<file path="src/rtl/column_write_arbiter_pkg.sv">
// Shared definitions for the column write arbiter and the column memory wrappers:
// default bus widths, FSM state encodings and requester port identifiers.
package column_write_arbiter_pkg;

  localparam int DEF_N_COLS  = 64;
  localparam int DEF_COL_W   = 6;
  localparam int DEF_ROW_W   = 10;
  localparam int DEF_PIX_W   = 8;
  localparam int DEF_TIMEOUT = 255;

  // Arbiter FSM states, kept as fixed encodings so existing decoders still match.
  typedef logic [1:0] state_t;
  localparam state_t ST_IDLE    = 2'd0;
  localparam state_t ST_DRIVE   = 2'd1;
  localparam state_t ST_RELEASE = 2'd2;

  // Requester identity: A is the HPS point plotter, B is the grid-row scanner.
  typedef enum logic {PORT_A = 1'b0, PORT_B = 1'b1} port_t;

endpackage

</file>
<file path="src/rtl/column_write_arbiter_if.sv">
// Bundle of the two requester handshakes, the shared column write bus and the
// status flags. "slave" is the arbiter's view, "master" the surrounding logic's.
interface column_write_arbiter_if
  import column_write_arbiter_pkg::*;
#(
  parameter int N_COLS = DEF_N_COLS,
  parameter int COL_W  = DEF_COL_W,
  parameter int ROW_W  = DEF_ROW_W,
  parameter int PIX_W  = DEF_PIX_W
) ();

  logic              req_a;
  logic [COL_W-1:0]  col_a;
  logic [ROW_W-1:0]  row_a;
  logic [PIX_W-1:0]  color_a;
  logic              done_a;

  logic              req_b;
  logic [COL_W-1:0]  col_b;
  logic [ROW_W-1:0]  row_b;
  logic [PIX_W-1:0]  color_b;
  logic              done_b;

  logic [N_COLS-1:0] col_select;
  logic [ROW_W-1:0]  row_select;
  logic [PIX_W-1:0]  pixel_color;
  logic [N_COLS-1:0] return_sig;

  logic              busy;
  logic              timeout_err;
  logic              bad_col_err;

  modport slave (
    input  req_a, col_a, row_a, color_a,
    input  req_b, col_b, row_b, color_b,
    input  return_sig,
    output done_a, done_b,
    output col_select, row_select, pixel_color,
    output busy, timeout_err, bad_col_err
  );

  modport master (
    output req_a, col_a, row_a, color_a,
    output req_b, col_b, row_b, color_b,
    output return_sig,
    input  done_a, done_b,
    input  col_select, row_select, pixel_color,
    input  busy, timeout_err, bad_col_err
  );

endinterface

</file>
<file path="src/rtl/column_write_arbiter_rr.sv">
// Two-way round-robin grant. The last-served register moves only on a done
// pulse, so the port that just finished loses the next tie.
module rr_arbiter_2
  import column_write_arbiter_pkg::*;
(
  input  logic clock,
  input  logic reset,
  input  logic req_a,
  input  logic req_b,
  input  logic done_a,
  input  logic done_b,
  output logic grant_a,
  output logic grant_b
);

  port_t last;

  // Remember which port completed most recently; reset favours A on the first tie.
  always_ff @(posedge clock or posedge reset) begin
    if (reset)       last <= PORT_B;
    else if (done_a) last <= PORT_A;
    else if (done_b) last <= PORT_B;
  end

  // Single requester wins outright; on a tie the port not served last wins.
  always_comb begin
    grant_a = req_a && (!req_b || (last == PORT_B));
    grant_b = req_b && (!req_a || (last == PORT_A));
  end

endmodule

</file>
<file path="src/rtl/column_write_arbiter.sv">
// Serialises pixel writes from two requesters onto the shared column bus,
// runs the per-column return_sig handshake and reports done/timeout/bad column.
module column_write_arbiter
  import column_write_arbiter_pkg::*;
#(
  parameter int N_COLS  = DEF_N_COLS,
  parameter int COL_W   = DEF_COL_W,
  parameter int ROW_W   = DEF_ROW_W,
  parameter int PIX_W   = DEF_PIX_W,
  parameter int TIMEOUT = DEF_TIMEOUT
) (
  input logic                  clock,
  input logic                  reset,
  column_write_arbiter_if.slave bus
);

  localparam int CNT_W = $clog2(TIMEOUT + 1);

  state_t           state;
  port_t            owner;
  logic [COL_W-1:0] col_q;
  logic [CNT_W-1:0] cnt;
  logic [CNT_W-1:0] cnt_inc;
  logic             grant_a;
  logic             grant_b;
  logic             take;
  logic             col_ok;
  logic             ack;
  logic [COL_W-1:0] col_in;
  logic [ROW_W-1:0] row_in;
  logic [PIX_W-1:0] color_in;

  rr_arbiter_2 u_rr (
    .clock   (clock),
    .reset   (reset),
    .req_a   (bus.req_a),
    .req_b   (bus.req_b),
    .done_a  (bus.done_a),
    .done_b  (bus.done_b),
    .grant_a (grant_a),
    .grant_b (grant_b)
  );

  // Grant qualification, selected request fields and the observed acknowledge.
  // A grant is held off while a done pulse is out so the finishing requester
  // has a cycle to drop its request.
  always_comb begin
    cnt_inc  = cnt + 1'b1;
    take     = (state == ST_IDLE) && !bus.done_a && !bus.done_b && (grant_a || grant_b);
    col_in   = grant_b ? bus.col_b   : bus.col_a;
    row_in   = grant_b ? bus.row_b   : bus.row_a;
    color_in = grant_b ? bus.color_b : bus.color_a;
    col_ok   = int'(col_in) < N_COLS;
    ack      = bus.return_sig[col_q];
    bus.busy = (state != ST_IDLE);
  end

  // Transaction FSM: latch on grant, strobe until ack or timeout, then wait for ack low.
  always_ff @(posedge clock or posedge reset) begin
    if (reset) begin
      state           <= ST_IDLE;
      owner           <= PORT_A;
      col_q           <= '0;
      cnt             <= '0;
      bus.col_select  <= '0;
      bus.row_select  <= '0;
      bus.pixel_color <= '0;
      bus.done_a      <= 1'b0;
      bus.done_b      <= 1'b0;
      bus.timeout_err <= 1'b0;
      bus.bad_col_err <= 1'b0;
    end else begin
      bus.done_a <= 1'b0;
      bus.done_b <= 1'b0;
      case (state)
        ST_IDLE: begin
          if (take) begin
            owner <= grant_b ? PORT_B : PORT_A;
            col_q <= col_in;
            cnt   <= '0;
            if (col_ok) begin
              bus.col_select  <= N_COLS'(1) << col_in;
              bus.row_select  <= row_in;
              bus.pixel_color <= color_in;
              state           <= ST_DRIVE;
            end else begin
              // Unaddressable column: report and complete without touching the bus.
              bus.bad_col_err <= 1'b1;
              bus.done_a      <= grant_a;
              bus.done_b      <= grant_b;
            end
          end
        end
        ST_DRIVE: begin
          if (ack || (cnt_inc == CNT_W'(TIMEOUT))) begin
            bus.col_select <= '0;
            bus.done_a     <= (owner == PORT_A);
            bus.done_b     <= (owner == PORT_B);
            cnt            <= '0;
            state          <= ST_RELEASE;
            if (!ack) bus.timeout_err <= 1'b1;
          end else begin
            cnt <= cnt_inc;
          end
        end
        ST_RELEASE: begin
          if (!ack) begin
            state <= ST_IDLE;
          end else if (cnt_inc == CNT_W'(TIMEOUT)) begin
            bus.timeout_err <= 1'b1;
            state           <= ST_IDLE;
          end else begin
            cnt <= cnt_inc;
          end
        end
        default: state <= ST_IDLE;
      endcase
    end
  end

endmodule

</file>
<file path="src/flat_wrapper.sv">
// flat-port wrapper written by rule: the top's interface ports become plain ports
module column_write_arbiter_flat import column_write_arbiter_pkg::*;
#(
  parameter int N_COLS  = DEF_N_COLS,
  parameter int COL_W   = DEF_COL_W,
  parameter int ROW_W   = DEF_ROW_W,
  parameter int PIX_W   = DEF_PIX_W,
  parameter int TIMEOUT = DEF_TIMEOUT
)
  (clock, reset, bus_req_a, bus_col_a, bus_row_a, bus_color_a, bus_req_b, bus_col_b, bus_row_b, bus_color_b, bus_return_sig, bus_done_a, bus_done_b, bus_col_select, bus_row_select, bus_pixel_color, bus_busy, bus_timeout_err, bus_bad_col_err);
  column_write_arbiter_if #(.N_COLS(N_COLS), .COL_W(COL_W), .ROW_W(ROW_W), .PIX_W(PIX_W)) bus_i ();
  input logic clock;
  input logic reset;
  input wire logic [$bits(bus_i.req_a)-1:0] bus_req_a;
  input wire logic [$bits(bus_i.col_a)-1:0] bus_col_a;
  input wire logic [$bits(bus_i.row_a)-1:0] bus_row_a;
  input wire logic [$bits(bus_i.color_a)-1:0] bus_color_a;
  input wire logic [$bits(bus_i.req_b)-1:0] bus_req_b;
  input wire logic [$bits(bus_i.col_b)-1:0] bus_col_b;
  input wire logic [$bits(bus_i.row_b)-1:0] bus_row_b;
  input wire logic [$bits(bus_i.color_b)-1:0] bus_color_b;
  input wire logic [$bits(bus_i.return_sig)-1:0] bus_return_sig;
  output wire logic [$bits(bus_i.done_a)-1:0] bus_done_a;
  output wire logic [$bits(bus_i.done_b)-1:0] bus_done_b;
  output wire logic [$bits(bus_i.col_select)-1:0] bus_col_select;
  output wire logic [$bits(bus_i.row_select)-1:0] bus_row_select;
  output wire logic [$bits(bus_i.pixel_color)-1:0] bus_pixel_color;
  output wire logic [$bits(bus_i.busy)-1:0] bus_busy;
  output wire logic [$bits(bus_i.timeout_err)-1:0] bus_timeout_err;
  output wire logic [$bits(bus_i.bad_col_err)-1:0] bus_bad_col_err;
  assign bus_i.req_a = bus_req_a;
  assign bus_i.col_a = bus_col_a;
  assign bus_i.row_a = bus_row_a;
  assign bus_i.color_a = bus_color_a;
  assign bus_i.req_b = bus_req_b;
  assign bus_i.col_b = bus_col_b;
  assign bus_i.row_b = bus_row_b;
  assign bus_i.color_b = bus_color_b;
  assign bus_i.return_sig = bus_return_sig;
  assign bus_done_a = bus_i.done_a;
  assign bus_done_b = bus_i.done_b;
  assign bus_col_select = bus_i.col_select;
  assign bus_row_select = bus_i.row_select;
  assign bus_pixel_color = bus_i.pixel_color;
  assign bus_busy = bus_i.busy;
  assign bus_timeout_err = bus_i.timeout_err;
  assign bus_bad_col_err = bus_i.bad_col_err;
  column_write_arbiter #(.N_COLS(N_COLS), .COL_W(COL_W), .ROW_W(ROW_W), .PIX_W(PIX_W), .TIMEOUT(TIMEOUT)) u_core (.clock(clock), .reset(reset), .bus(bus_i));
endmodule
</file>
<file path="config.mk">
export PLATFORM = sky130hd
export DESIGN_NAME = column_write_arbiter_flat
export DESIGN_NICKNAME = d
export VERILOG_FILES = /design/src/rtl/column_write_arbiter_pkg.sv /design/src/rtl/column_write_arbiter_if.sv /design/src/rtl/column_write_arbiter_rr.sv /design/src/rtl/column_write_arbiter.sv /design/src/flat_wrapper.sv
export SDC_FILE = /design/constraint.sdc
export NUM_CORES = 1
export LEC_CHECK = 0
export ABC_AREA = 1
export CORE_MARGIN = 1.5
export CORE_UTILIZATION = 46
export CTS_CLUSTER_SIZE = 40
export DETAILED_ROUTE_END_ITERATION = 10
export MAX_ROUTING_LAYER = met4
export PLACE_DENSITY = 0.85
export SLEW_MARGIN = 40
export SYNTH_ARGS = -nofsm -noshare
export SYNTH_HDL_FRONTEND = slang
export SYNTH_SLANG_ARGS = --single-unit
</file>
<file path="constraint.sdc">
create_clock -name clock -period 3.9 [get_ports clock]
set_clock_uncertainty 0.05 [all_clocks]
set_input_delay 0.39 -clock clock [delete_from_list [all_inputs] [get_ports clock]]
set_output_delay 0.39 -clock clock [all_outputs]
set_load 0.05 [all_outputs]
</file>
Word-level counts from Yosys, hierarchy flattened
Index checks and enable logic that the tools add are counted.
W data, S select, Z words.
{ "totals": {"elab_cells": 80, "register_bits": 103, "input_bits": 116} }
{ "classes": {"bitwise": 2, "shift": 1, "n_lt_le_gt_ge": 1, "n_addsub": 1, "n_reduce_logical": 24, "eq_ne": 10, "mux": 30} }
{ "op_table": {"columns": ["operator", "count"], "rows": [
  ["$mux W64", 2],
  ["$pmux W64 S2", 1],
  ["$shl A1 B6 Y64 const A", 1],
  ["$mux W8", 5],
  ["$pmux W8 S3", 1],
  ["$mux W1", 12],
  ["$mux W10", 1],
  ["$add A8 B1 Y8 const B", 1],
  ["$eq A8 B8 Y1 const B", 1],
  ["$mux W2", 4],
  ["$ne A2 B1 Y1 const B", 4],
  ["$reduce_bool A2 Y1", 4],
  ["$lt A6 B7 Y1 const B", 1],
  ["$bmux W1 S6", 1],
  ["$mux W6", 1],
  ["$pmux W2 S3", 1],
  ["$reduce_and A3 Y1", 2],
  ["$logic_and A1 B1 Y1", 5],
  ["$reduce_and A5 Y1", 1],
  ["$logic_not A1 Y1", 4],
  ["$logic_or A1 B1 Y1", 4],
  ["$ne A2 B2 Y1 const B", 2],
  ["$reduce_and A4 Y1", 1],
  ["$ne A3 B3 Y1 const B", 1],
  ["7 further kinds", 8]
]} }

Depth between registers and ports, before layout
Gate-level depths: netlist of run 1.
{ "logic_depth": {"word_depth": 7, "ltp_mapped": 16, "ltp_nobuf": 14} }

Cells and area by module
From an unflattened synthesis of run 1, not the netlist that was laid out.
{ "hier_totals": {"cells_unflattened": 839, "hier_area_um2": 5869.4} }
{ "by_module_without_submodules": {"columns": ["mod", "cells_per_inst", "instances", "area_per_inst_um2"], "rows": [
  ["column_write_arbiter", 830, 1, 5811.8],
  ["rr_arbiter_2", 9, 1, 57.6]
]} }

Worst setup path before layout of run 1
Ideal clock, no wire load.
{ "synth_timing": {"path_type": "register -> register", "start": "register u_core.state[0]", "end": "register u_core.bus.col_select[0]", "stages_incl_launch_ff": 12, "setup_ps": 122, "arrival_time_ps": 2211, "required_time_ps": 3728, "setup_slack_ps": 1516, "synth_period_minus_slack_ps": 2384, "cell_sequence": "dfrtp_1 -> inv_1 -> ha_1 -> inv_1 -> nor4_2 -> nor2_1 -> a21oi_1 -> nand2_4 -> buf_6 -> buf_6 -> nand2_1 -> o21ai_1"} }
{ "synth_via": {"elab_chain_len": 6} }
{ "synth_rtl": {"columns": ["item", "line", "rtl"], "rows": [
  ["from (decl)", "column_write_arbiter.sv:19", "state_t state;"],
  ["from (signal assigned)", "column_write_arbiter.sv:61", "state <= ST_IDLE;"],
  ["from (signal assigned)", "column_write_arbiter.sv:85", "state <= ST_DRIVE;"],
  ["from (signal assigned)", "column_write_arbiter.sv:100", "state <= ST_RELEASE;"],
  ["$logic_not A2 Y1", "column_write_arbiter.sv:49, column_write_arbiter.sv:75", null],
  ["$logic_and A1 B1 Y1 (3 in series)", "column_write_arbiter.sv:49", "take = (state == ST_IDLE) && !bus.done_a && !bus.done_b && (grant_a || grant_b);"],
  ["$ne A2 B1 Y1 (no source line)", null, null],
  ["$reduce_and A3 Y1 (no source line)", null, null],
  ["to (signal assigned)", "column_write_arbiter.sv:82", "bus.col_select <= N_COLS'(1) << col_in;"],
  ["to (decl)", "column_write_arbiter_if.sv:38", "output col_select, row_select, pixel_color,"]
]} }
Parallel ways exist; a longest one is shown, timed or not.
A chain may end at the register's enable or synchronous reset.

Worst setup path after layout of run 1
{ "layout_timing": {"start": "register u_core.col_q[1]", "end": "register u_core.cnt[1]"} }
{ "layout_via": {"elab_chain_len": 5} }
{ "layout_rtl": {"columns": ["item", "line", "rtl"], "rows": [
  ["from (decl)", "column_write_arbiter.sv:21", "logic [COL_W-1:0] col_q;"],
  ["from (signal assigned)", "column_write_arbiter.sv:79", "col_q <= col_in;"],
  ["$bmux W1 S6 *", "column_write_arbiter.sv:54", "ack = bus.return_sig[col_q];"],
  ["$mux W1 (not written as such) *", "column_write_arbiter.sv:54", null],
  ["$logic_or A1 B1 Y1", "column_write_arbiter.sv:95", "if (ack || (cnt_inc == CNT_W'(TIMEOUT))) begin"],
  ["$mux W8", "column_write_arbiter.sv:95", null],
  ["$pmux W8 S3", "column_write_arbiter.sv:75", "case (state)"],
  ["to (signal assigned)", "column_write_arbiter.sv:103", "cnt <= cnt_inc;"],
  ["to (signal assigned)", "column_write_arbiter.sv:113", "cnt <= cnt_inc;"],
  ["to (decl)", "column_write_arbiter.sv:22", "logic [CNT_W-1:0] cnt;"]
]} }
Mark *: on every way between the ends. The rest lies on a longest branch, timed or not. The select of a mux whose other input is x is not followed.

==> impl_metrics.env, run 1 <==
export IMPL_status="finished, final reports clean"
export IMPL_drt_iter0_drc=633
export IMPL_dieArea_um2=13200
export IMPL_arrival_ns=3.10
export IMPL_end_kind="register"
export IMPL_power_density_nw_per_um2=674
export IMPL_cp_slowest_cell="dfrtp_1"
export IMPL_final_core_util_pct=66.7
export IMPL_drv_slew=0
export IMPL_yosys_most_used_dff="dfrtp_1"
export IMPL_n_antenna_cell=0
export IMPL_cp_common_cell="nand2_1"
export IMPL_power_internal_uw=2620
export IMPL_clock_latency_ns=0.35
export IMPL_final_nets=1067
export IMPL_synthArstFlopShare_pct=100
export IMPL_grt_max_degree=97
export IMPL_wl_um=17700
export IMPL_htreeDepth=3
export IMPL_cp_buffers_inverters=2
export IMPL_rrSetupSlack_ns=0.99
export IMPL_row_count=40
export IMPL_io_pins=203
export IMPL_io_buffers=201
export IMPL_period_share_pct=74.7
export IMPL_die_h_um=115
export IMPL_cts_sink_count=103
export IMPL_power_frac_comb_pct=56.4
export IMPL_grt_remaining_overflow=0
export IMPL_yosys_area_top_type="dfrtp_1"
export IMPL_grt_total_usage_pct=28.3
export IMPL_cts_buffers=9
export IMPL_place_congestion=0.860
export IMPL_place_hpwl_um=12100
export IMPL_cp_cell_sequence="inv_2 -> nand3_1 -> nand3_1 -> nand2_1 -> nand2_1 -> nand3_1 -> nand3_2 -> nand4_4 -> buf_4 -> nand2_1 -> nand2_1 -> nand2_1"
export IMPL_min_period_ns=2.91
export IMPL_syn_nets=902
export IMPL_dp_slack_ns=0.866
export IMPL_cts_max_path_buffers=2
export IMPL_p_sw_share_pct=51.9
export IMPL_antenna_found_initial=0
export IMPL_synth_common_cells="nand2_1, dfrtp_1, nand3_1"
export IMPL_relSlewSlack_pct=53.1
export IMPL_ys_ff_latch=103
export IMPL_synth_area_um2=5740
export IMPL_worstSetupPathType="register to register"
export IMPL_p_leak_uw=0.00359
export IMPL_yosysMostFrequentCell="nand2_1"
export IMPL_critPathTopFamily="simple AND/OR/NAND/NOR gates"
export IMPL_root_buffer="clkbuf_16"
export IMPL_syn_inst=780
export IMPL_hold_viol_final=0
export IMPL_p_sw_uw=2830
export IMPL_synth_edf_count=0
export IMPL_setup_worst_path_start_class="register"
export IMPL_post_cts_buffers=0
export IMPL_synthToLayoutAreaGrowth_pct=40.8
export IMPL_fmax_ghz=0.343
export IMPL_num_vias=6039
export IMPL_drc=0
export IMPL_critPathLaunch="u_core.col_q[1]"
export IMPL_power_uw=5450
export IMPL_ctsResizeCount=0
export IMPL_holdCritPathClass="register to register"
export IMPL_p_clk_share_pct=16.3
export IMPL_cp_num_cells=12
export IMPL_max_cap_violations=0
export IMPL_tritoncts="built"
export IMPL_yosysSeqAreaShare_pct=44.9
export IMPL_rsz0062_at_grt="no"
export IMPL_start_util_pct=47.4
export IMPL_finalSetupViolCount=0
export IMPL_cpPeakStageDelay_ns=0.77
export IMPL_setup_ws_ns=0.987
export IMPL_clk_pin_slew_worst_paths_ns=0.07
export IMPL_ys_warn_count=0
export IMPL_grt_pass1_wl_um=28500
export IMPL_peakVddDrop_mv=0.754
export IMPL_post_drt_wl_per_cell_um=15.8
export IMPL_fin_setup_tns_ns=0
export IMPL_fin_worst_hold_slack_ns=0.404
export IMPL_synth_cell_types=33
export IMPL_required_ns=4.08
export IMPL_ant_nets=0
export IMPL_tightest_slew_ns=0.701
export IMPL_hold_depth=1
export IMPL_drtPass1Iterations=5
export IMPL_cp_max_fo=36
export IMPL_via_per_inst=5.41
export IMPL_coreArea_um2=12100
export IMPL_ff2ff_path_depth=12
export IMPL_yosysTopAreaCellShare_pct=44.5
export IMPL_avgSynthCellArea_um2=7.36
export IMPL_r2r_end="u_core.cnt[1]"
export IMPL_drive_above_1_share_pct=6.11
export IMPL_ctsHoldBuffers=0
export IMPL_power_frac_seq_pct=27.3
export IMPL_crit_end="u_core.cnt[1]"
export IMPL_synth_area_leaders="dfrtp_1, nand2_1, nand3_1"
export IMPL_die_w_um=115
export IMPL_reg2reg_from="u_core.col_q[1]"
export IMPL_first_global_vias=5695
-- flip-flops by register name, summed over array words and instances, names as in the netlist --
name                    flops
u_core.bus.done_b           1
u_core.state                2
u_core.owner                1
u_core.u_rr.last            1
u_core.bus.row_select      10
u_core.col_q                6
u_core.cnt                  8
u_core.bus.col_select      64
u_core.bus.done_a           1
u_core.bus.timeout_err      1
u_core.bus.pixel_color      8
-- per-stage QoR --
stage / instance area (µm²) / instances
3_3_place_gp: 7770 / 1102
3_5_place_dp: 7790 / 1102
6_report: 8080 / 1117
2_1_floorplan: 5740 / 780
5_1_grt: 8080 / 1117
4_1_cts: 8080 / 1117
-- cells in the final DEF, fill, tap and decap left out, drive strengths merged, types with 3 or more instances in the layout --
master	netlist	routed
ha	6	6
dfrtp	102	102
nor2	59	59
buf	27	11
o21ai	83	83
nand3	95	95
clkbuf	31	10
or2	9	9
nand4	34	34
nor4	33	33
inv	30	32
nand2	260	260
clkdlybuf4s50	0	201
clkinv	1	3
-- power groups by stage --
stage	registers (µW)	logic (µW)	clock network [µW]
5_1_grt	1520	3330	942
3_5_place_dp	1500	3040	0
2_1_floorplan	1990	1770	0
6_report	1490	3070	885
3_3_place_gp	1500	3000	0
4_1_cts	1490	3070	889
-- cell type report --
type | instances | area, µm²
tap | 168 | 210
sequential | 103 | 2580
multi-input combinational | 588 | 2790
clock buffer | 10 | 239
fill | 1030 | 4030
clock inverter | 5 | 52.6
inverter | 31 | 121
timing repair buffer | 212 | 2090
-- worst min-delay path by stage --
| stage | from | endpoint | slack (ns) |
|---|---|---|---|
| 3_5_place_dp | u_core.owner | u_core.bus.done_a | 0.39 |
| 6_report | u_core.owner | u_core.bus.done_a | 0.40 |
| 4_1_cts | u_core.owner | u_core.bus.done_a | 0.40 |
| 5_1_grt | u_core.owner | u_core.bus.done_a | 0.41 |
| 3_3_place_gp | u_core.owner | u_core.bus.done_a | 0.36 |
| 2_1_floorplan | u_core.owner | u_core.bus.done_a | 0.35 |
-- kinds of logic after synthesis --
group,count (synthesis),synth area share [%]
flops,103,44.9
xor+xnor,3,0.458
simple gates,493,38.5
compound gates,85,7.80
fa+ha+maj,6,1.31
other cells,1,0.0653
buf+inv,89,6.95
-- per-layer routing --
metal | GRT usage (%) | vias up | share of wire [%]
li1 | - | 2926 | -
met1 | 37.4 | 2855 | 43
met2 | 44.6 | 223 | 48
met3 | 5.77 | 35 | 6.6
met4 | 7.74 | 0 | 2.0
met5 | - | - | 0
Power figures use the tool's default switching activity.
==> run 2: changes to the inputs <==
Settings changed: CORE_UTILIZATION 46 to 41, PLACE_DENSITY 0.85 to 0.8.
Clock period 3.9 ns to 2.6 ns, I/O delays scaled along.
==> impl_metrics.env, run 2 (synthesized netlist as in run 1, its figures left out) <==
export IMPL_cts_buffers=9
export IMPL_die_w_um=121
export IMPL_nFillCells=1284
export IMPL_place_hpwl_um=12800
export IMPL_relSlewSlack_pct=61.9
export IMPL_via_per_inst=5.24
export IMPL_tritoncts="built"
export IMPL_first_global_vias=5582
export IMPL_drc=0
export IMPL_synthToLayoutAreaGrowth_pct=44.5
export IMPL_row_count=43
export IMPL_start_util_pct=41.7
export IMPL_antenna_found_initial=0
export IMPL_io_buffers=201
export IMPL_drive_above_1_share_pct=7.88
export IMPL_cp_common_cell="nand2_1"
export IMPL_largest_reg_flops=64
export IMPL_finalSetupViolCount=0
export IMPL_grt_max_degree=44
export IMPL_die_h_um=121
export IMPL_min_period_ns=2.40
export IMPL_period_share_pct=92.1
export IMPL_rsz0062_at_grt="yes"
export IMPL_root_buffer="clkbuf_16"
export IMPL_cp_cell_sequence="inv_1 -> nand3_1 -> nand2_1 -> nand2_1 -> nand3_1 -> nand3_2 -> nand4_4 -> nand2_8 -> buf_12 -> nand2_1 -> o21ai_0"
export IMPL_arrival_ns=2.61
export IMPL_end_kind="register"
export IMPL_final_nets=1082
export IMPL_place_congestion=0.848
export IMPL_hold_viol_final=0
export IMPL_top_register="u_core.bus.col_select"
export IMPL_max_cap_violations=0
export IMPL_cts_sink_count=103
export IMPL_grt_pass1_wl_um=28600
export IMPL_placed_cell_area_um2=7950
export IMPL_io_pins=203
export IMPL_num_vias=6002
export IMPL_cp_slowest_cell="dfrtp_1"
export IMPL_top_regs="u_core.bus.col_select: 64 flops, u_core.bus.row_select: 10 flops"
export IMPL_cp_max_fo=41
export IMPL_ant_nets=0
export IMPL_coreArea_um2=13800
export IMPL_power_density_nw_per_um2=1010
export IMPL_layout_common_cells="nand2_1, clkdlybuf4s50_1, dfrtp_1"
export IMPL_setup_worst_path_start_class="register"
export IMPL_post_drt_wl_per_cell_um=15.7
export IMPL_dieArea_um2=14700
export IMPL_drv_slew=0
export IMPL_grt_remaining_overflow=0
export IMPL_rrSetupSlack_ns=0.20
export IMPL_required_ns=2.82
export IMPL_wl_um=18000
export IMPL_p_leak_uw=0.00369
export IMPL_status="finished, final reports clean"
export IMPL_cts_max_path_buffers=2
export IMPL_clk_pin_slew_worst_paths_ns=0.08
export IMPL_ctsHoldBuffers=0
export IMPL_holdCritPathClass="input port to async pin"
export IMPL_htreeDepth=3
export IMPL_fin_area_um2=8300
export IMPL_clock_latency_ns=0.35
export IMPL_n_antenna_cell=0
export IMPL_fmax_ghz=0.417
export IMPL_drtPass1Iterations=5
export IMPL_final_common_cell="nand2_1"
export IMPL_worstSetupPathType="register to register"
export IMPL_peakVddDrop_mv=0.806
export IMPL_grt_total_usage_pct=25.5
export IMPL_cpPeakStageDelay_ns=0.63
export IMPL_tightest_slew_ns=0.571
export IMPL_drt_iter0_drc=562
export IMPL_power_uw=8420
## run 2: cell types whose count changed in the layout (fill, tap and decap cells not counted), sizes merged
cell	before	now
clkbuf	10	11
inv	32	31
clkinv	3	4
buf	11	26
## run 2: per-stage QoR
step / setup TNS, ns / setup slack, ns / hold slack [ns] / instances / utilization, %
2_1_floorplan: 0 / 0.216 / 0.353 / 780 / -
3_3_place_gp: 0 / 0.131 / 0.359 / 1127 / 57.7
3_5_place_dp: 0 / 0.107 / 0.381 / 1127 / 57.7
4_1_cts: 0 / 0.178 / 0.359 / 1143 / 59.8
5_1_grt: -0.0197 / -0.0196 / 0.198 / 1145 / 60.2
6_report: 0 / 0.205 / 0.172 / 1145 / 60.2
## run 2: cell type report
class	count	area (µm²)	area share [%]
Tap cell	180	225	2.71
Clock buffer	11	253	3.05
Multi-Input combinational cell	588	2790	33.6
Clock inverter	5	38.8	0.468
Sequential cell	103	2580	31.1
Timing Repair Buffer	227	2290	27.6
Inverter	31	120	1.45
## run 2: repair_timing
action | in CTS | in global routing
endpoints found under the setup margin | 0 | 59
buffers inserted | 0 | 1
gates resized for setup | 0 | 4
## run 2: final timing paths
check                                start                        end  cells after the start
max in group asynchronous            reset           u_core.u_rr.last                      3
min                                  reset  u_core.bus.col_select[45]                      2
max reg2reg                u_core.col_q[2]  u_core.bus.col_select[16]                     11
max                        u_core.col_q[2]  u_core.bus.col_select[16]                     11
min in group clock            u_core.owner          u_core.bus.done_a                      1
min reg2reg                   u_core.owner          u_core.bus.done_a                      1
## run 2: where the power goes
group | total [µW] | internal (µW) | switching, µW
Combinational | 4880 | 1500 | 3380
Clock | 1350 | 711 | 637
Sequential | 2190 | 1940 | 254
Total | 8420 | 4150 | 4270
## run 2: layer usage
| metal | share of wire (%) | vias up | track usage [%] |
|---|---|---|---|
| met5 | 0 | - | - |
| met4 | 1.6 | 0 | 7.06 |
| met3 | 6.3 | 23 | 5.55 |
| met2 | 49 | 197 | 40.3 |
| met1 | 43 | 2828 | 33.2 |
| li1 | - | 2954 | - |
## run 2: critical path, delay by kind of cell (launching register included)
family	cells	cell delay, ns
buf+inv	2	0.51
flops	1	0.63
simple gates	8	1.02
compound gates	1	0.09
==> run 3: changes to the inputs <==
Settings changed: CORE_ASPECT_RATIO from default to 1.4, GPL_ROUTABILITY_DRIVEN from default to 0.
==> impl_metrics.env, run 3 (synthesized netlist as in run 1, its figures left out) <==
export IMPL_p_leak_uw=0.00364
export IMPL_placed_cells=1128
export IMPL_rrSetupSlack_ns=0.22
export IMPL_ff2ff_path_depth=11
export IMPL_cp_max_fo=18
export IMPL_layout_common_cells="nand2_1, clkdlybuf4s50_1, dfrtp_1"
export IMPL_drt_iter0_drc=365
export IMPL_ctsHoldBuffers=0
export IMPL_critPathLaunch="u_core.u_rr.last"
export IMPL_max_cap_violations=0
export IMPL_crit_end="u_core.bus.col_select[24]"
export IMPL_final_cells=1142
export IMPL_die_w_um=103
export IMPL_coreArea_um2=13800
export IMPL_die_h_um=143
export IMPL_wl_um=18300
export IMPL_clk_pin_slew_worst_paths_ns=0.07
export IMPL_n_antenna_cell=0
export IMPL_fmax_ghz=0.421
export IMPL_clock_latency_ns=0.35
export IMPL_post_drt_wl_per_cell_um=16.0
export IMPL_power_density_nw_per_um2=1030
export IMPL_drive_above_1_share_pct=6.90
export IMPL_grt_total_usage_pct=25.8
export IMPL_root_buffer="clkbuf_16"
export IMPL_min_period_ns=2.38
export IMPL_status="finished, final reports clean"
export IMPL_nFillCells=1302
export IMPL_final_nets=1076
export IMPL_cts_sink_count=103
export IMPL_grt_pass1_wl_um=28500
export IMPL_io_buffers=201
export IMPL_synthToLayoutAreaGrowth_pct=42.8
export IMPL_ant_nets=0
export IMPL_drc=0
export IMPL_io_pins=203
export IMPL_top_register="u_core.bus.col_select"
export IMPL_holdCritPathClass="input port to async pin"
export IMPL_post_cts_buffers=0
export IMPL_setup_worst_path_start_class="register"
export IMPL_required_ns=2.81
export IMPL_first_global_vias=5626
export IMPL_r2r_end="u_core.bus.col_select[24]"
export IMPL_top_regs="u_core.bus.col_select: 64 flops, u_core.bus.row_select: 10 flops"
export IMPL_hold_viol_final=0
export IMPL_final_core_util_pct=59.5
export IMPL_cts_max_path_buffers=2
export IMPL_drtPass1Iterations=5
export IMPL_power_uw=8430
export IMPL_row_count=51
export IMPL_dieArea_um2=14700
export IMPL_fin_setup_tns_ns=0
export IMPL_antenna_found_initial=0
export IMPL_grt_remaining_overflow=0
export IMPL_drv_slew=0
export IMPL_peakVddDrop_mv=1.08
export IMPL_final_common_cell="nand2_1"
export IMPL_via_per_inst=5.26
export IMPL_end_kind="register"
export IMPL_start_util_pct=41.7
export IMPL_worstSetupPathType="register to register"
export IMPL_finalSetupViolCount=0
export IMPL_grt_max_degree=73
export IMPL_arrival_ns=2.59
export IMPL_relSlewSlack_pct=59.1
export IMPL_period_share_pct=91.5
export IMPL_cts_buffers=9
export IMPL_place_hpwl_um=12900
export IMPL_htreeDepth=3
export IMPL_reg2reg_from="u_core.u_rr.last"
export IMPL_tightest_slew_ns=0.614
export IMPL_largest_reg_flops=64
export IMPL_num_vias=6004
export IMPL_tritoncts="built"
## run 3: cell types whose count changed in the layout (fill, tap and decap cells not counted), moves of 2 or more
cell	delta
bufinv_16	+2
clkbuf_8	-2
inv_2	-2
clkinvlp_4	+2
buf_12	-3
buf_4	-3
## run 3: metal layers
| layer | GRT usage [%] | vias up | part of all wire, % |
|---|---|---|---|
| met3 | 3.96 | 53 | 5.2 |
| met2 | 41.5 | 214 | 50 |
| li1 | - | 2953 | - |
| met4 | 12.6 | 0 | 4.5 |
| met1 | 31.4 | 2784 | 40 |
| met5 | - | - | 0 |
## run 3: stage by stage
stage,setup WS [ns],area (µm²),hold WS (ns)
6_report,0.222,8200,0.376
5_1_grt,-0.00734,8200,0.388
4_1_cts,0.199,8190,0.381
3_5_place_dp,0.0456,7890,0.368
3_3_place_gp,0.148,7890,0.360
2_1_floorplan,0.216,5750,0.353
## run 3: power by group
| group | leakage, µW | total, µW | switching [µW] | internal [µW] |
|---|---|---|---|---|
| logic | 0.00212 | 4830 | 3390 | 1440 |
| clock network | 0.000144 | 1410 | 581 | 832 |
| registers | 0.00138 | 2190 | 246 | 1940 |
## run 3: critical path, stage by stage (launching register included)
cell and delay [ns]:
dfstp_2 0.55, nand2_1 0.07, nand2_2 0.07, inv_2 0.11
or2_2 0.29, o21ai_0 0.13, inv_1 0.10, nor2_1 0.15
nand2_1 0.23, nor2_1 0.21, nand4_1 0.11, o21ai_0 0.21
## run 3: layout make-up
cell class	count	area [µm²]	area share (%)
multi-input cells	588	2770	33.8
flip-flops and latches	103	2580	31.4
repair buffers	221	2190	26.7
well taps	185	231	2.82
clock buffers	10	229	2.79
inverters	31	125	1.53
clock inverters	4	72.6	0.885
## run 3: worst min path at each step
stage | to | slack [ns] | startpoint
6_report | u_core.bus.col_select[46] | 0.38 | reset
5_1_grt | u_core.bus.done_a | 0.39 | u_core.owner
2_1_floorplan | u_core.bus.done_a | 0.35 | u_core.owner
3_3_place_gp | u_core.bus.done_a | 0.36 | u_core.owner
4_1_cts | u_core.bus.col_select[63] | 0.38 | reset
3_5_place_dp | u_core.bus.done_a | 0.37 | u_core.owner
## run 3: repair_timing
item,4_1_cts,5_1_grt
resized for setup,0,3
endpoints found under the setup margin,0,8
endpoints found under the hold margin,0,0
